--- config.mk ---
export PLATFORM = sky130hd
export DESIGN_NAME = key_sched_seq
export DESIGN_NICKNAME = d
export VERILOG_FILES = /design/src/rtl/key_sched_seq.sv
export SDC_FILE = /design/constraint.sdc
export NUM_CORES = 1
export LEC_CHECK = 0
export ABC_AREA = 0
export CAP_MARGIN = 20
export CORE_ASPECT_RATIO = 1.1
export CORE_MARGIN = 1
export CORE_UTILIZATION = 45
export DETAILED_ROUTE_END_ITERATION = 7
export PLACE_DENSITY = 0.8
export SETUP_SLACK_MARGIN = 0.2
export SLEW_MARGIN = 20
export SYNTH_ARGS = -nofsm -noshare
export SYNTH_HDL_FRONTEND = slang
export SYNTH_SLANG_ARGS = --single-unit
export TNS_END_PERCENT = 50
--- constraint.sdc ---
create_clock -name clk -period 2.3 [get_ports clk]
set_input_delay 0.345 -clock clk [delete_from_list [all_inputs] [get_ports clk]]
set_output_delay 0.345 -clock clk [all_outputs]
set_load 0.05 [all_outputs]
--- src/rtl/key_sched_seq.sv ---
// AES key-expansion step sequencer: walks word indices Nk..last, tagging each step with its op and round constant.
// Optional abort input is compiled in when KSCHED_ABORT_EN is defined.
module key_sched_seq #(
    parameter int IDX_W = 6
) (
    input  logic             clk,
    input  logic             rst_n,
    input  logic             start,
    input  logic [1:0]       key_len,
    input  logic             step_ready,
`ifdef KSCHED_ABORT_EN
    input  logic             abort,
`endif
    output logic             busy,
    output logic             key_load,
    output logic             step_valid,
    output logic [IDX_W-1:0] word_idx,
    output logic [1:0]       op,
    output logic [31:0]      rcon_word,
    output logic             done,
    output logic             err
);

    // Handshake: a step transfers on any rising edge where step_valid && step_ready;
    // while step_ready is low, word_idx/op/rcon_word are held unchanged.

    typedef enum logic [1:0] {
        IDLE = 2'd0,
        LOAD = 2'd1,
        STEP = 2'd2,
        FIN  = 2'd3
    } state_t;

    localparam logic [1:0] OP_XOR  = 2'b00;
    localparam logic [1:0] OP_ROT  = 2'b01;
    localparam logic [1:0] OP_SUB  = 2'b10;
    localparam logic [1:0] KL_RSVD = 2'd3;

    state_t           r_state;
    state_t           w_next;
    logic [1:0]       r_key_len;
    logic [IDX_W-1:0] r_idx;
    logic [2:0]       r_k;
    logic [3:0]       r_rcon;
    logic             r_err;

    logic [IDX_W-1:0] w_nk;
    logic [IDX_W-1:0] w_last;
    logic [2:0]       w_k_max;
    logic             w_abort;
    logic             w_start_ok;
    logic             w_accept;
    logic [1:0]       w_op;
    logic [31:0]      w_rcon;

`ifdef KSCHED_ABORT_EN
    assign w_abort = abort;
`else
    assign w_abort = 1'b0;
`endif

    function automatic logic [31:0] rcon_lut(input logic [3:0] idx);
        logic [31:0] v;
        case (idx)
            4'd1:    v = 32'h0100_0000;
            4'd2:    v = 32'h0200_0000;
            4'd3:    v = 32'h0400_0000;
            4'd4:    v = 32'h0800_0000;
            4'd5:    v = 32'h1000_0000;
            4'd6:    v = 32'h2000_0000;
            4'd7:    v = 32'h4000_0000;
            4'd8:    v = 32'h8000_0000;
            4'd9:    v = 32'h1b00_0000;
            4'd10:   v = 32'h3600_0000;
            default: v = 32'h0000_0000;
        endcase
        return v;
    endfunction

    // Per-key-size geometry, derived from the key length latched at acceptance.
    always_comb begin
        w_nk    = IDX_W'(4);
        w_last  = IDX_W'(43);
        w_k_max = 3'd3;
        case (r_key_len)
            2'd1: begin
                w_nk    = IDX_W'(6);
                w_last  = IDX_W'(51);
                w_k_max = 3'd5;
            end
            2'd2: begin
                w_nk    = IDX_W'(8);
                w_last  = IDX_W'(59);
                w_k_max = 3'd7;
            end
            default: begin
                w_nk    = IDX_W'(4);
                w_last  = IDX_W'(43);
                w_k_max = 3'd3;
            end
        endcase
    end

    assign w_start_ok = (r_state == IDLE) && start && (key_len != KL_RSVD);
    assign w_accept   = (r_state == STEP) && step_ready && !w_abort;

    // The phase counter k replaces i mod Nk, so no divider is needed.
    always_comb begin
        w_op = OP_XOR;
        if (r_k == 3'd0) begin
            w_op = OP_ROT;
        end else if ((r_key_len == 2'd2) && (r_k == 3'd4)) begin
            w_op = OP_SUB;
        end
    end

    assign w_rcon = rcon_lut(r_rcon);

    always_ff @(posedge clk or negedge rst_n) begin
        if (!rst_n) begin
            r_state <= IDLE;
        end else begin
            r_state <= w_next;
        end
    end

    always_comb begin
        w_next = r_state;
        case (r_state)
            IDLE: begin
                if (w_start_ok) begin
                    w_next = LOAD;
                end
            end
            LOAD: begin
                w_next = w_abort ? IDLE : STEP;
            end
            STEP: begin
                if (w_abort) begin
                    w_next = IDLE;
                end else if (w_accept && (r_idx == w_last)) begin
                    w_next = FIN;
                end
            end
            FIN: begin
                w_next = IDLE;
            end
            default: begin
                w_next = IDLE;
            end
        endcase
    end

    always_comb begin
        busy       = 1'b0;
        key_load   = 1'b0;
        step_valid = 1'b0;
        done       = 1'b0;
        err        = r_err;
        word_idx   = '0;
        op         = OP_XOR;
        rcon_word  = 32'h0;
        case (r_state)
            IDLE: begin
                busy = 1'b0;
            end
            LOAD: begin
                busy     = 1'b1;
                key_load = 1'b1;
            end
            STEP: begin
                busy       = 1'b1;
                step_valid = 1'b1;
                word_idx   = r_idx;
                op         = w_op;
                rcon_word  = (w_op == OP_ROT) ? w_rcon : 32'h0;
            end
            FIN: begin
                busy = 1'b1;
                done = 1'b1;
            end
            default: begin
                busy = 1'b0;
            end
        endcase
    end

    always_ff @(posedge clk or negedge rst_n) begin
        if (!rst_n) begin
            r_key_len <= 2'd0;
            r_err     <= 1'b0;
        end else begin
            r_err <= (r_state == IDLE) && start && (key_len == KL_RSVD);
            if (w_start_ok) begin
                r_key_len <= key_len;
            end
        end
    end

    // rcon saturates at 10: AES-128 wraps k once more on its final word.
    always_ff @(posedge clk or negedge rst_n) begin
        if (!rst_n) begin
            r_idx  <= '0;
            r_k    <= 3'd0;
            r_rcon <= 4'd0;
        end else if (r_state == LOAD) begin
            r_idx  <= w_nk;
            r_k    <= 3'd0;
            r_rcon <= 4'd1;
        end else if (w_accept) begin
            r_idx <= r_idx + IDX_W'(1);
            if (r_k == w_k_max) begin
                r_k <= 3'd0;
                if (r_rcon != 4'd10) begin
                    r_rcon <= r_rcon + 4'd1;
                end
            end else begin
                r_k <= r_k + 3'd1;
            end
        end
    end

endmodule

==> metrics.md <==
| Metric | Value |
|---|---|
| Final Total Pwr | `0.00213 W` |
| Critical register-to-register path endpoint | `r_rcon[3]` |
| Summed instance area of the synthesized netlist | `0.00143 mm^2` |
| Worst setup margin | `0.216 ns` |
| H-tree depth | `1` |
| Internal reg-to-reg setup slack | `0.35 ns` |
| ANT cells | `0` |
| Grt total ovfl | `0` |
| Kind of capture point of the worst setup path | `output pin` |
| Cell leakage power | `0.893 nW` |
| Commonest non-fill, non-tap cell in the layout | `sky130_fd_sc_hd__conb_1` |
| Cell with the largest stage delay on the worst path | `sky130_fd_sc_hd__dfrtp_1` |
| Number of antenna violations at the first check in global routing | `0` |
| Area growth syn-to-layout | `32.5%` |
| Sequential element share of the synthesized area | `31.5%` |
| Weighted congestion at the end of routability-driven global placement | `0.783` |
| Setup repair after global routing missed its margin | `true` |
| Final number of setup-violating endpoints | `0` |
| RR Startpoint | `r_key_len[0]` |
| Detailed-route wire length | `2760 um` |
| Most frequently used flop master after synthesis | `sky130_fd_sc_hd__dfrtp_1` |
| Fmax | `480 MHz` |
| Placement-stage worst setup slack | `0.355 ns` |
| Wire length of the first global-routing pass | `4260 um` |
| Num ports | `51` |
| Actual slew at the worst max-slew pin | `0.498 ns` |
| Most frequent cells in the layout | `sky130_fd_sc_hd__conb_1 (24), sky130_fd_sc_hd__dfrtp_1 (18), sky130_fd_sc_hd__buf_4 (18)` |
| Slew Limit Fails | `0` |
| Core area | `0.00305 mm^2` |
| Status | `finished, final reports clean` |
| Synthesized area divided by synthesized cell count | `8.67 um^2` |
| All-Layer GR Usage | `16.1%` |
| Number of remaining DRC errors | `0` |
| Die W | `55.8 um` |
| Pwr Density | `1120 mW/mm^2` |
| Vias/cell | `4.97` |
| Worst clock skew on the final layout | `0.00471 ns` |
| Post-synthesis async set-or-reset flop share | `100%` |
| WS Path Type | `register to output pin` |
| Final period utilization | `90.6%` |
| Cell area after layout | `0.00190 mm^2` |
| Number of distinct library cells after synthesis | `34` |
| Number of vias in the routed layout | `1174` |
| Syn Inst Count | `165` |
| Kind of launch point of the worst setup path | `register` |
| Full die area | `0.00341 mm^2` |
| Antenna Violating Nets Remaining | `0` |
| Maximum number of pins on one net before global-route repair | `19` |
| Data arrival at the endpoint of the critical path | `1.74 ns` |
| Clock Root Buffer | `sky130_fd_sc_hd__clkbuf_4` |
| Fin crit period | `2.08 ns` |
| Post-layout net count | `225` |
| Met1 track demand over resource in global routing | `19.8%` |
| Total number of yosys warnings | `0` |
| Wire per inst | `11.7 um` |
| Final hold violation count | `0` |
| Die Ht | `61.2 um` |
| Worst max-slew margin expressed relative to the limit | `66.7%` |
| Grt met3 use | `2.10%` |
| M2 GR Usage | `27.9%` |
| Most crowded layer after global routing | `met2` |
| Buffers on Ports | `26` |
| Hold_buf cts | `0` |
| Drt initial violations | `19` |
| Cell-by-cell listing of the critical path | `inv_1, ha_1, mux2i_1, nor3_4, buf_12` |
| Cell area reported after detailed placement | `0.00179 mm^2` |
| Starting utilization of the core area | `47.0%` |
| CTS clock-pin slew for the worst setup and hold paths | `0.11 ns` |
| Peak fanout along the critical path | `5` |
| TritonCTS buffer count | `3` |
| Fraction of layout cells with a size suffix above 1 | `22.8%` |
| Total of flip-flops plus latches after synthesis | `18` |
| Largest stage delay, worst path | `0.43 ns` |
| Layout Cells excl Fill | `236` |
| Placed insts | `225` |
| TritonRoute pass-1 iters | `4` |
| Maximum clock path buffer count | `2` |
| Summed negative setup slack over all endpoints | `0 ns` |
| Detailed placer's ending HPWL | `1970 um` |
| Data required time at the worst endpoint | `1.96 ns` |
| Max Cap Viol | `0` |
| Vias in the first global route | `993` |
| Standard-cell rows | `21` |
| Number of cells traversed by the worst register-to-register path | `6` |
| Worst IR Drop VDD | `0.714 mV` |
| CTS tree | `yes` |
| Clk_lat worst skew | `0.31 ns` |
| Type of the most critical hold path | `input port to async pin` |
| Clock tree sinks | `18` |
| Number of enable-type register cells in the synthesized netlist | `0` |
==> report_power, final <==
group,internal (W),switching (W)
clock network,0.0000969,0.000108
registers,0.000423,0.000128
logic,0.000528,0.000841
total,0.00105,0.00108
==> kinds of logic (layout without fill, tap and decap cells) <==
group | after synthesis | count (layout) | synth area share (%)
and+or+nand+nor | 56 | 56 | 20.6
adders and majority gates | 16 | 16 | 14.0
buffers and inverters | 39 | 53 | 16.6
muxes | 3 | 3 | 2.19
xor gates and xnor gates | 9 | 9 | 5.51
DFF | 18 | 18 | 31.5
AOI/OAI and AO/OA | 23 | 23 | 9.35
other | 1 | 24 | 0.262
==> sequential cells by signal, summed over array words and instances (netlist names) <==
register   count
r_key_len      2
err            1
r_k            3
r_rcon         4
r_state        2
r_idx          6
==> critical path, delay by kind of cell, from the launching register on <==
family | cells | cell delay, ns
buffers and inverters | 2 | 0.27
multiplexers | 1 | 0.14
flip-flops | 1 | 0.43
adder cells (fa/ha/maj) | 1 | 0.34
AND/OR/NAND/NOR | 1 | 0.25
==> cells in the mapped netlist, drive strengths merged, types with 2 or more instances <==
| cell type | instances | area (um^2) |
|---|---|---|
| a21oi | 11 | 55.1 |
| a22oi | 2 | 15.0 |
| and2 | 6 | 37.5 |
| and3 | 3 | 18.8 |
| buf | 25 | 185 |
| clkbuf | 3 | 11.3 |
| dfrtp | 18 | 450 |
| ha | 16 | 200 |
| inv | 11 | 41.3 |
| mux2i | 2 | 20.0 |
| nand2 | 8 | 30.0 |
| nand3 | 7 | 40.0 |
| nand3b | 2 | 15.0 |
| nand4 | 2 | 12.5 |
| nor2 | 16 | 60.1 |
| nor2b | 2 | 12.5 |
| nor3 | 2 | 10.0 |
| nor3b | 2 | 15.0 |
| o21ai | 6 | 30.0 |
| or3 | 2 | 12.5 |
| xnor2 | 5 | 43.8 |
| xor2 | 4 | 35.0 |
==> routing by layer <==
layer  up-vias  wire length, um
met4         0               63
met5         -                0
met2        43             1380
li1        579                -
met1       545             1210
met3         7              111
==> metrics by stage <==
step	hold slack [ns]	util [%]
after floorplan	0.0494	-
after CTS	0.352	59.9
after global routing	0.363	62.2
final	0.343	62.2
after detailed placement	0.545	58.8
after global placement	0.515	58.8
==> worst max path at each step <==
stage | slack, ns | end | startpoint | depth (start not counted)
2_1_floorplan | -0.003 | rcon_word[24] | r_state[0] | 6
3_3_place_gp | 0.39 | busy | r_state[1] | 4
3_5_place_dp | 0.36 | busy | r_state[1] | 4
4_1_cts | 0.17 | rcon_word[24] | r_state[0] | 7
5_1_grt | 0.16 | rcon_word[25] | r_rcon[0] | 5
6_report | 0.22 | rcon_word[25] | r_rcon[0] | 5
==> what timing repair did <==
| action | in CTS | in global routing |
|---|---|---|
| gates resized for setup | 2 | 2 |
| buffers inserted | 0 | 7 |
| gates cloned | 0 | 0 |
| setup endpoints to repair | 5 | 6 |
==> final cells by class <==
| class | instances | area, um^2 |
|---|---|---|
| fill | 259 | 1150 |
| multi-input combinational | 131 | 886 |
| sequential | 18 | 450 |
| timing repair buffer | 38 | 437 |
| inverter | 11 | 45.0 |
| tap | 34 | 42.5 |
| clock buffer | 4 | 36.3 |
Note: power is estimated with default switching activity, not from simulation.
